[config.mk]
export PLATFORM = sky130hd
export DESIGN_NAME = mult_div_ctrl
export DESIGN_NICKNAME = d
export VERILOG_FILES = /design/src/rtl/mult_div_ctrl.sv
export SDC_FILE = /design/constraint.sdc
export NUM_CORES = 1
export LEC_CHECK = 0
export BUFFER_PORTS_ARGS = -buffer_cell sky130_fd_sc_hd__buf_2
export CAP_MARGIN = 20
export CORE_UTILIZATION = 44
export DETAILED_ROUTE_END_ITERATION = 10
export GPL_TIMING_DRIVEN = 1
export PLACE_DENSITY = 0.77
export SYNTH_ARGS = -nofsm -noshare
export SYNTH_HDL_FRONTEND = slang
export SYNTH_SLANG_ARGS = --single-unit
[constraint.sdc]
create_clock -name clk -period 1.6 [get_ports clk]
set_input_delay 0.16 -clock clk [delete_from_list [all_inputs] [get_ports clk]]
set_output_delay 0.16 -clock clk [all_outputs]
set_load 0.005 [all_outputs]
[src/rtl/mult_div_ctrl.sv]
// -----------------------------------------------------------------------------
// mult_div_ctrl
//
// HI/LO unit controller for a MIPS-style pipeline. It runs multiplies on an
// external multiplier, divides on an internal one-bit-per-cycle restoring
// divider, and services MTHI/MTLO writes. Reads (MFHI/MFLO) only need the
// stall output while an operation is in flight.
//
// Configuration:
//   MDU_DIVIDER_EN  defined   -> iterative divider present (DIV/FIX states used)
//                   undefined -> no divider; DIV/DIVU finish in one cycle with
//                                HI/LO unchanged and div_by_zero raised as an
//                                "unsupported op" flag.
//
// Ports:
//   clk, rst_n          clock, asynchronous active-low reset
//   start, op           HI/LO instruction presented this cycle and its opcode
//                       (000 MULT, 001 MULTU, 010 DIV, 011 DIVU, 100 MTHI,
//                        101 MTLO, 11x ignored)
//   rs_val, rt_val      operands (rs = dividend/multiplicand/MTxx source)
//   mf_req              MFHI/MFLO in EX this cycle
//   flush               abort whatever is in flight, no HI/LO update
//   mult_en, mult_op1,
//   mult_op2,
//   mult_unsigned       request to the external multiplier (zero outside MUL)
//   mult_result         64-bit product from the external multiplier
//   hi, lo              architectural HI/LO registers
//   busy                operation in flight (MUL/DIV/FIX)
//   stall               busy and the pipeline wants HI/LO or the unit
//   done, div_by_zero   one-cycle completion pulse and its divide-by-zero flag
// -----------------------------------------------------------------------------
module mult_div_ctrl (
    input  logic        clk,
    input  logic        rst_n,
    input  logic        start,
    input  logic [2:0]  op,
    input  logic [31:0] rs_val,
    input  logic [31:0] rt_val,
    input  logic        mf_req,
    input  logic        flush,
    output logic        mult_en,
    output logic [31:0] mult_op1,
    output logic [31:0] mult_op2,
    output logic        mult_unsigned,
    input  logic [63:0] mult_result,
    output logic [31:0] hi,
    output logic [31:0] lo,
    output logic        busy,
    output logic        stall,
    output logic        done,
    output logic        div_by_zero
);

    typedef enum logic [2:0] {S_IDLE, S_MUL, S_DIV, S_FIX, S_DONE} state_t;

    state_t      state, state_nxt;
    logic [31:0] op_a, op_b;     // latched multiplier operands
    logic        op_uns;         // latched unsigned flag for the multiplier
    logic        dbz_q;          // completion being reported is a divide-by-zero

    logic is_mul, is_div, is_mthi, is_mtlo;
    assign is_mul  = start && (op[2:1] == 2'b00);
    assign is_div  = start && (op[2:1] == 2'b01);
    assign is_mthi = start && (op == 3'b100);
    assign is_mtlo = start && (op == 3'b101);

`ifdef MDU_DIVIDER_EN
    logic [31:0] div_rem, div_quo, div_dvs;
    logic [4:0]  div_cnt;
    logic        neg_q, neg_r;
    logic        rs_neg, rt_neg;
    logic [32:0] div_shift, div_diff;
    logic [31:0] fix_quo, fix_rem;

    // Signed ops divide magnitudes; signs are reapplied in FIX.
    assign rs_neg    = ~op[0] & rs_val[31];
    assign rt_neg    = ~op[0] & rt_val[31];
    // Partial remainder shifted left with the next dividend bit pulled in
    // from the top of the quotient register.
    assign div_shift = {div_rem, div_quo[31]};
    assign div_diff  = div_shift - {1'b0, div_dvs};
    // 0x80000000 / -1 falls out naturally: magnitude quotient 0x80000000,
    // negated and truncated to 32 bits is 0x80000000 again.
    assign fix_quo   = neg_q ? -div_quo : div_quo;
    assign fix_rem   = neg_r ? -div_rem : div_rem;
`endif

    // State register
    always_ff @(posedge clk or negedge rst_n) begin
        // NOTE: sequential state uses non-blocking assignments so every
        // register samples the pre-edge values of the others.
        if (!rst_n) state <= S_IDLE;
        else        state <= state_nxt;
    end

    // Next-state logic
    always_comb begin
        // NOTE: default assignment first so no path leaves state_nxt unassigned
        // (which would infer a latch).
        state_nxt = state;
        if (flush) begin
            state_nxt = S_IDLE;
        end else begin
            case (state)
                S_IDLE: begin
                    if (is_mul) begin
                        state_nxt = S_MUL;
                    end else if (is_div) begin
`ifdef MDU_DIVIDER_EN
                        state_nxt = (rt_val == '0) ? S_DONE : S_DIV;
`else
                        state_nxt = S_DONE;
`endif
                    end
                end
                S_MUL:  state_nxt = S_DONE;
`ifdef MDU_DIVIDER_EN
                S_DIV:  if (div_cnt == 5'd31) state_nxt = S_FIX;
                S_FIX:  state_nxt = S_DONE;
`endif
                S_DONE: state_nxt = S_IDLE;
                default: state_nxt = S_IDLE;
            endcase
        end
    end

    // Output logic
    always_comb begin
        busy          = 1'b0;
        mult_en       = 1'b0;
        mult_op1      = '0;
        mult_op2      = '0;
        mult_unsigned = 1'b0;
        done          = 1'b0;
        div_by_zero   = 1'b0;
        case (state)
            S_MUL: begin
                busy          = 1'b1;
                mult_en       = 1'b1;
                mult_op1      = op_a;
                mult_op2      = op_b;
                mult_unsigned = op_uns;
            end
            S_DIV, S_FIX: busy = 1'b1;
            S_DONE: begin
                done        = 1'b1;
                div_by_zero = dbz_q;
            end
            default: ;
        endcase
        stall = busy & (start | mf_req);
    end

    // HI/LO and operand latches. Flush blocks every update, including the
    // MUL/FIX result writes and an MTHI/MTLO presented in the same cycle.
    always_ff @(posedge clk or negedge rst_n) begin
        // NOTE: every register here, including the operand latches, is reset so
        // an abort by rst_n mid-operation leaves no stale state behind.
        if (!rst_n) begin
            hi     <= '0;
            lo     <= '0;
            op_a   <= '0;
            op_b   <= '0;
            op_uns <= 1'b0;
            dbz_q  <= 1'b0;
        end else if (!flush) begin
            case (state)
                S_IDLE: begin
                    if (is_mul) begin
                        op_a   <= rs_val;
                        op_b   <= rt_val;
                        op_uns <= op[0];
                        dbz_q  <= 1'b0;
                    end else if (is_div) begin
`ifdef MDU_DIVIDER_EN
                        dbz_q  <= (rt_val == '0);
`else
                        dbz_q  <= 1'b1;
`endif
                    end else if (is_mthi) begin
                        hi <= rs_val;
                    end else if (is_mtlo) begin
                        lo <= rs_val;
                    end
                end
                S_MUL: begin
                    hi <= mult_result[63:32];
                    lo <= mult_result[31:0];
                end
`ifdef MDU_DIVIDER_EN
                S_FIX: begin
                    hi <= fix_rem;
                    lo <= fix_quo;
                end
`endif
                default: ;
            endcase
        end
    end

`ifdef MDU_DIVIDER_EN
    // Restoring divider: one quotient bit per DIV cycle, 32 cycles total.
    always_ff @(posedge clk or negedge rst_n) begin
        if (!rst_n) begin
            div_rem <= '0;
            div_quo <= '0;
            div_dvs <= '0;
            div_cnt <= '0;
            neg_q   <= 1'b0;
            neg_r   <= 1'b0;
        end else if (state == S_IDLE && is_div && !flush && rt_val != '0) begin
            div_rem <= '0;
            div_quo <= rs_neg ? -rs_val : rs_val;
            div_dvs <= rt_neg ? -rt_val : rt_val;
            div_cnt <= '0;
            neg_q   <= rs_neg ^ rt_neg;
            neg_r   <= rs_neg;
        end else if (state == S_DIV) begin
            div_cnt <= div_cnt + 5'd1;
            if (!div_diff[32]) begin
                div_rem <= div_diff[31:0];
                div_quo <= {div_quo[30:0], 1'b1};
            end else begin
                div_rem <= div_shift[31:0];
                div_quo <= {div_quo[30:0], 1'b0};
            end
        end
    end
`endif

endmodule

[After elaboration in Yosys (flattened, before gate mapping)]
Index checks and enable logic that the tools add are counted.
Storage, ports and cells
  register bits after elaboration: 133
  latch bits: 0
  RAM bits: 0
  ROM bits: 0
  input port bits: 136
  output and inout port bits: 134
  word-level logic and storage cells: 58
  memories: 0
Operators by class
  add/sub/neg operators: 0
  multiply operators: 0
  div/mod/pow operators: 0
  order comparisons: 0
  eq/ne operators: 13
  shifts and indexed selects: 0
  mux-type cells: 22
  bitwise gates (word level): 3
  reduce and logical (&&, ||, !) cells: 13
Operators with widths (count)
  $mux 32: 9
  $pmux 32 s2: 2
  $ne 2x2->1 const B: 5
  $eq 3x3->1 const B: 3
  $mux 3: 3
  $mux 1: 7
  $eq 3x2->1 const B: 2
  $pmux 3 s2: 1
  $reduce_and 3->1: 2
  $reduce_and 6->1: 1
  $reduce_and 5->1: 1
  $logic_and 1x1->1: 4
  $ne 4x4->1 const B: 1
  $reduce_bool 2->1: 2
  $eq 3x1->1 const B: 1
  $logic_not 3->1: 1
  $reduce_or 3->1: 1
  $eq 2x1->1 const B: 1
  $logic_not 2->1: 1
  $and 1x1->1: 1
  $not 1->1: 1
  $or 1x1->1: 1

[Logic depth before layout (Yosys ltp)]
  depth after elaboration: 7
  gate-level depth with buffers: 6
  depth with buffers taken out: 4

[Worst setup path before layout]
No wires, ideal clock.
  path kind: flip-flop to flip-flop
  start: reg state[0]
  end: reg hi[0]
  library setup time: 0.125 ns
  arrival time: 1.648 ns
  data required time: 1.475 ns
  setup slack: -0.173 ns
  stages on the path, launching flop included: 5
  buffers on the path: 1
  clock period less this slack: 1.773 ns
  cell sequence: dfrtp_1 > and4bb_1 > a2111oi_4 > buf_6 > mux2_4
Between the ends
  word-level cells in the longest chain between the ends: 3
  elaborated cells on any way between the ends: 8
  those cells by class: 4 x eq/ne; 1 x mux; 3 x reduce/logical
Ends and longest elaborated chain
  start: declaration: RTL line 56  | state_t state, state_nxt;
  start signal: assignment: RTL line 93  | else state <= state_nxt;
  $eq 3x1->1 or $logic_not 3->1 (tied branches): RTL line 167  | case (state)
  $reduce_bool 2->1 (no source line) or $ne 2x2->1 (tied branches)
  $reduce_and 5->1 (no source line)
  end signal: assignment: RTL line 181  | hi <= rs_val;
  end signal: assignment: RTL line 187  | hi <= mult_result[63:32];
  end: declaration: RTL line 46  | output logic [31:0] hi,
Parallel ways exist; a longest one is shown, timed or not.
A chain may end at the register's enable or synchronous reset.

[Final worst setup path]
  start: reg state[2]
  end: reg op_b[7]
Between the ends
  word-level cells in the longest chain between the ends: 2
Ends and longest elaborated chain
  $logic_not 3->1: RTL line 167
  $reduce_and 3->1 (no source line)
  end signal: assignment: RTL line 171  | op_b <= rt_val;
  end: declaration: RTL line 57  | logic [31:0] op_a, op_b;
No other way between the ends.

==> Implementation_results.wiki <==
{| class="wikitable"
! Metric !! Value
|-
| Fill cell instance count of the final layout || 894
|-
| Largest net degree at the start of global routing || 71
|-
| Net switching component of the power || slightly above 3 mW
|-
| Worst Setup Start Kind || flop
|-
| Clock Sinks || 132
|-
| Skew-Pair Late Insertion Delay || 0.42 ns
|-
| Total Neg Setup Slack || -25.90 ns
|-
| Cell count after synthesis || between 400 and 500
|-
| Core ar. || roughly 15,000 um2
|-
| Total CTS buffers || 17
|-
| Post-route clock skew || ~0.011 ns
|-
| Final setup violating endpoints || approximately 180
|-
| Non-Filler Cell Area, Final || 10,800 um2
|-
| Largest driver fanout on the critical path || 6
|-
| Critical hold path startpoint || rs_val[28]
|-
| Initial antenna violation count || 0
|-
| Deepest level of the CTS H-tree || 4
|-
| Synth area leaders || dfrtp_1 (50%), mux2_2 (20%), mux2_4 (18%)
|-
| Final count of hold timing violations || 0
|-
| Buffers added on ports || ~270
|-
| DIE AREA || roughly 15,000 um2
|-
| Clock tree from TritonCTS || built
|-
| Worst Tran Pin Value || just under 0.4 ns
|-
| Sequential fraction of design power || 41.8%
|-
| Die span in x || ~120 um
|-
| Period utilization || 114%
|-
| Instance area after placement || just over 8000 um2
|-
| Violations in the final reports || negative setup slack
|-
| GR Util All Layers || ~28%
|-
| Mapped cell area || 6540 um2
|-
| Clock root buffer master || clkbuf_16
|-
| Final-stage net count || roughly 940
|-
| Part of the power in combinational logic || 25.0%
|-
| Die height || about 120 um
|-
| Critical path capture point type || flop
|-
| Synth-to-Final Area Change || 65.1%
|-
| Headroom to the max-slew limit || roughly three quarters
|-
| Cell type with the largest total area after synthesis || dfrtp_1
|-
| Post-Route WL || roughly 22,000 um
|-
| Run status || finished, violations left
|-
| Worst hold path class || in2reg
|-
| Vias per Instance || approximately 5.1
|-
| Last weighted congestion value of the routability-driven placer || 0.812
|-
| Max stage delay on crit path || ~0.42 ns
|-
| Detailed placement HPWL || ~12,000 um
|-
| Length of the first detailed-routing pass in iterations || 4
|-
| P_leak || 5.24 nW
|-
| Initial core utilization || 45.0%
|-
| Iter 0 DRT Violations || 253
|-
| Relative contribution of the clock network to total power || roughly a third
|-
| Switching power as a share of total power || about a quarter
|-
| Start-to-end type of the worst setup path || reg2reg
|-
| Top-level port count || 270
|-
| Unrepaired setup endpoints after global routing || yes
|-
| Number of global-route vias before repair || about 5,600
|-
| Worst-path cell with the longest stage delay || dfrtp_2
|-
| Final Max Slew Viols || 0
|-
| Total number of yosys warnings || 0
|-
| Reg clk slew, reported paths || approximately 0.06 ns
|-
| Critical Path AT || approximately 2.1 ns
|-
| Share of layout cells above drive strength 1 || about 77%
|-
| Unique masters post-synth || 22
|-
| Power, Total || around 12 mW
|-
| Primary FF master, synth || dfrtp_1
|-
| Antenna Diode Count || 0
|-
| Fraction of post-synthesis cell area in the top cell type by area || around half
|-
| Via count || about 5,000
|-
| EDFF count, synth || 0
|-
| Power Density || between 1000 and 1500 nW/um2
|-
| CP startpoint || state[2]$_DFFE_PN0P_
|-
| Top achievable clock speed || approximately 550 MHz
|-
| Peak supply drop || approximately 0.74 mV
|-
| First-pass GRT wire length || ~31,000 um
|-
| Ordered list of cells on the worst path || buf_4, nor2_4, buf_6, nand3_4, inv_6, bufbuf_16, mux2_2
|-
| Remaining Overflow, GRT || 0
|-
| Average cell area after synthesis || 14.9 um2
|-
| Reg-to-reg setup timing slack || -0.22 ns
|-
| Total internal power || 8.47 mW
|-
| Synthesized netlist net count || 574
|-
| Final ANT Viol Nets || 0
|-
| Register area share after synthesis || between 50 and 60%
|-
| Register bit count reported by yosys || 132
|-
| Proportion of synthesized flip-flops having asynchronous set or reset || 100%
|-
| PnR worst setup slack || -0.222 ns
|-
| Number of buffers on the longest clock path || 2
|-
| Final critical path time including I/O delays and setup || around 1.8 ns
|-
| Post-detailed-route DRC marker count || 0
|-
| Startpoint of the lowest-slack register-to-register path || state[2]$_DFFE_PN0P_
|-
| Wirelength per Cell || 21.8 um
|-
| Standard-cell rows || 44
|-
| Max-cap viol count || 0
|-
| Required time of the worst setup path || 1.90 ns
|}
## cells in the final DEF (no fill, tap or decap), types with 2 or more instances in the layout
master / Yosys / layout
nor2_1: 3 / 3
mux2_2: 116 / 76
clkinv_2: 0 / 5
buf_2: 10 / 210
dlygate4sd3_1: 0 / 36
dfrtp_2: 0 / 2
and2_4: 0 / 56
clkbuf_16: 0 / 19
dfrtp_1: 132 / 130
mux2_4: 77 / 117
inv_6: 0 / 2
clkinv_4: 0 / 2
bufinv_16: 0 / 2
buf_16: 0 / 18
a2111oi_4: 2 / 2
buf_12: 0 / 21
a21oi_1: 2 / 2
clkinvlp_4: 0 / 3
buf_6: 10 / 71
and2_1: 66 / 10
buf_8: 0 / 3
buf_4: 1 / 9
## through the flow
stage,setup slack (ns),utilization [%],std cells,hold slack (ns)
finish,-0.222,74.3,997,0.0188
detailed placement,-0.201,56.5,886,0.224
global route,-0.284,74.3,997,0.00907
floorplan,-0.0446,-,438,-0.136
global placement,-0.165,56.5,886,0.207
CTS,-0.209,73.5,999,0.00326
## power by group through the flow
stage          Combinational (mW)  Clock (mW)  Sequential, mW
6_report                     2.89        3.83            4.83
5_1_grt                      3.11        4.05            4.92
4_1_cts                      2.82        3.86            4.79
3_5_place_dp                 2.45           0            4.80
3_3_place_gp                 2.37           0            4.74
2_1_floorplan                1.35           0            4.70
## what timing repair did
action                                 in CTS  in global routing
gates cloned                               22                  2
endpoints found under the hold margin     167                  0
gates resized for setup                   175                 48
setup endpoints to repair                 187                199
pin swaps                                  50                  5
setup buffers                              24                  3
hold buffers                               36                  0
## final timing paths
kind	end	depth (start not counted)
worst max-delay path	op_b[7]$_DFFE_PN0P_	7
worst min-delay path	op_a[28]$_DFFE_PN0P_	2
worst max register to register	op_b[7]$_DFFE_PN0P_	7
worst min register to register	lo[2]$_DFFE_PN0P_	1
max in group asynchronous	lo[1]$_DFFE_PN0P_	3
min in group asynchronous	hi[20]$_DFFE_PN0P_	3
## layer usage
| metal | track usage, % | vias up | part of all wire [%] |
|---|---|---|---|
| li1 | - | 2275 | - |
| met1 | 34.9 | 2567 | 41 |
| met2 | 47.9 | 242 | 51 |
| met3 | 7.28 | 27 | 6.3 |
| met4 | 10.2 | 0 | 1.6 |
| met5 | 0 | - | 0 |
## state kept, by name (all words and copies together), names as in the netlist
| register | cells |
|---|---|
| hi | 32 |
| lo | 32 |
| op_a | 32 |
| op_b | 32 |
| state | 2 |
| dbz_q | 1 |
| op_uns | 1 |
## cell usage after synthesis, drive strengths merged, types with 2 or more instances
master     n
and2      66
nor2       4
a2111oi    2
nor2b      3
mux2     193
clkbuf     7
buf       21
a21oi      2
dfrtp    132
## cells by family after synthesis
family	synth area share, %
compound gates	1.11
simple gates	7.72
buf+inv	3.06
mux	37.6
flops	50.5
## layout make-up
| class | instances | area [um2] | area share (%) |
|---|---|---|---|
| Inverter | 1 | 8.76 | 0.0811 |
| Sequential cell | 132 | 3310 | 30.6 |
| Clock buffer | 19 | 443 | 4.10 |
| Multi-Input combinational cell | 277 | 3360 | 31.1 |
| Tap cell | 184 | 230 | 2.13 |
| Timing Repair Buffer | 371 | 3320 | 30.7 |
| Clock inverter | 13 | 134 | 1.24 |
## critical path: cells and delay by family, from the launching register on
kind	cells	cell delay (ns)
and+or+nand+nor	2	0.27
DFF	1	0.42
buffers and inverters	4	0.68
muxes	1	0.33
Power figures use the tool's default switching activity.
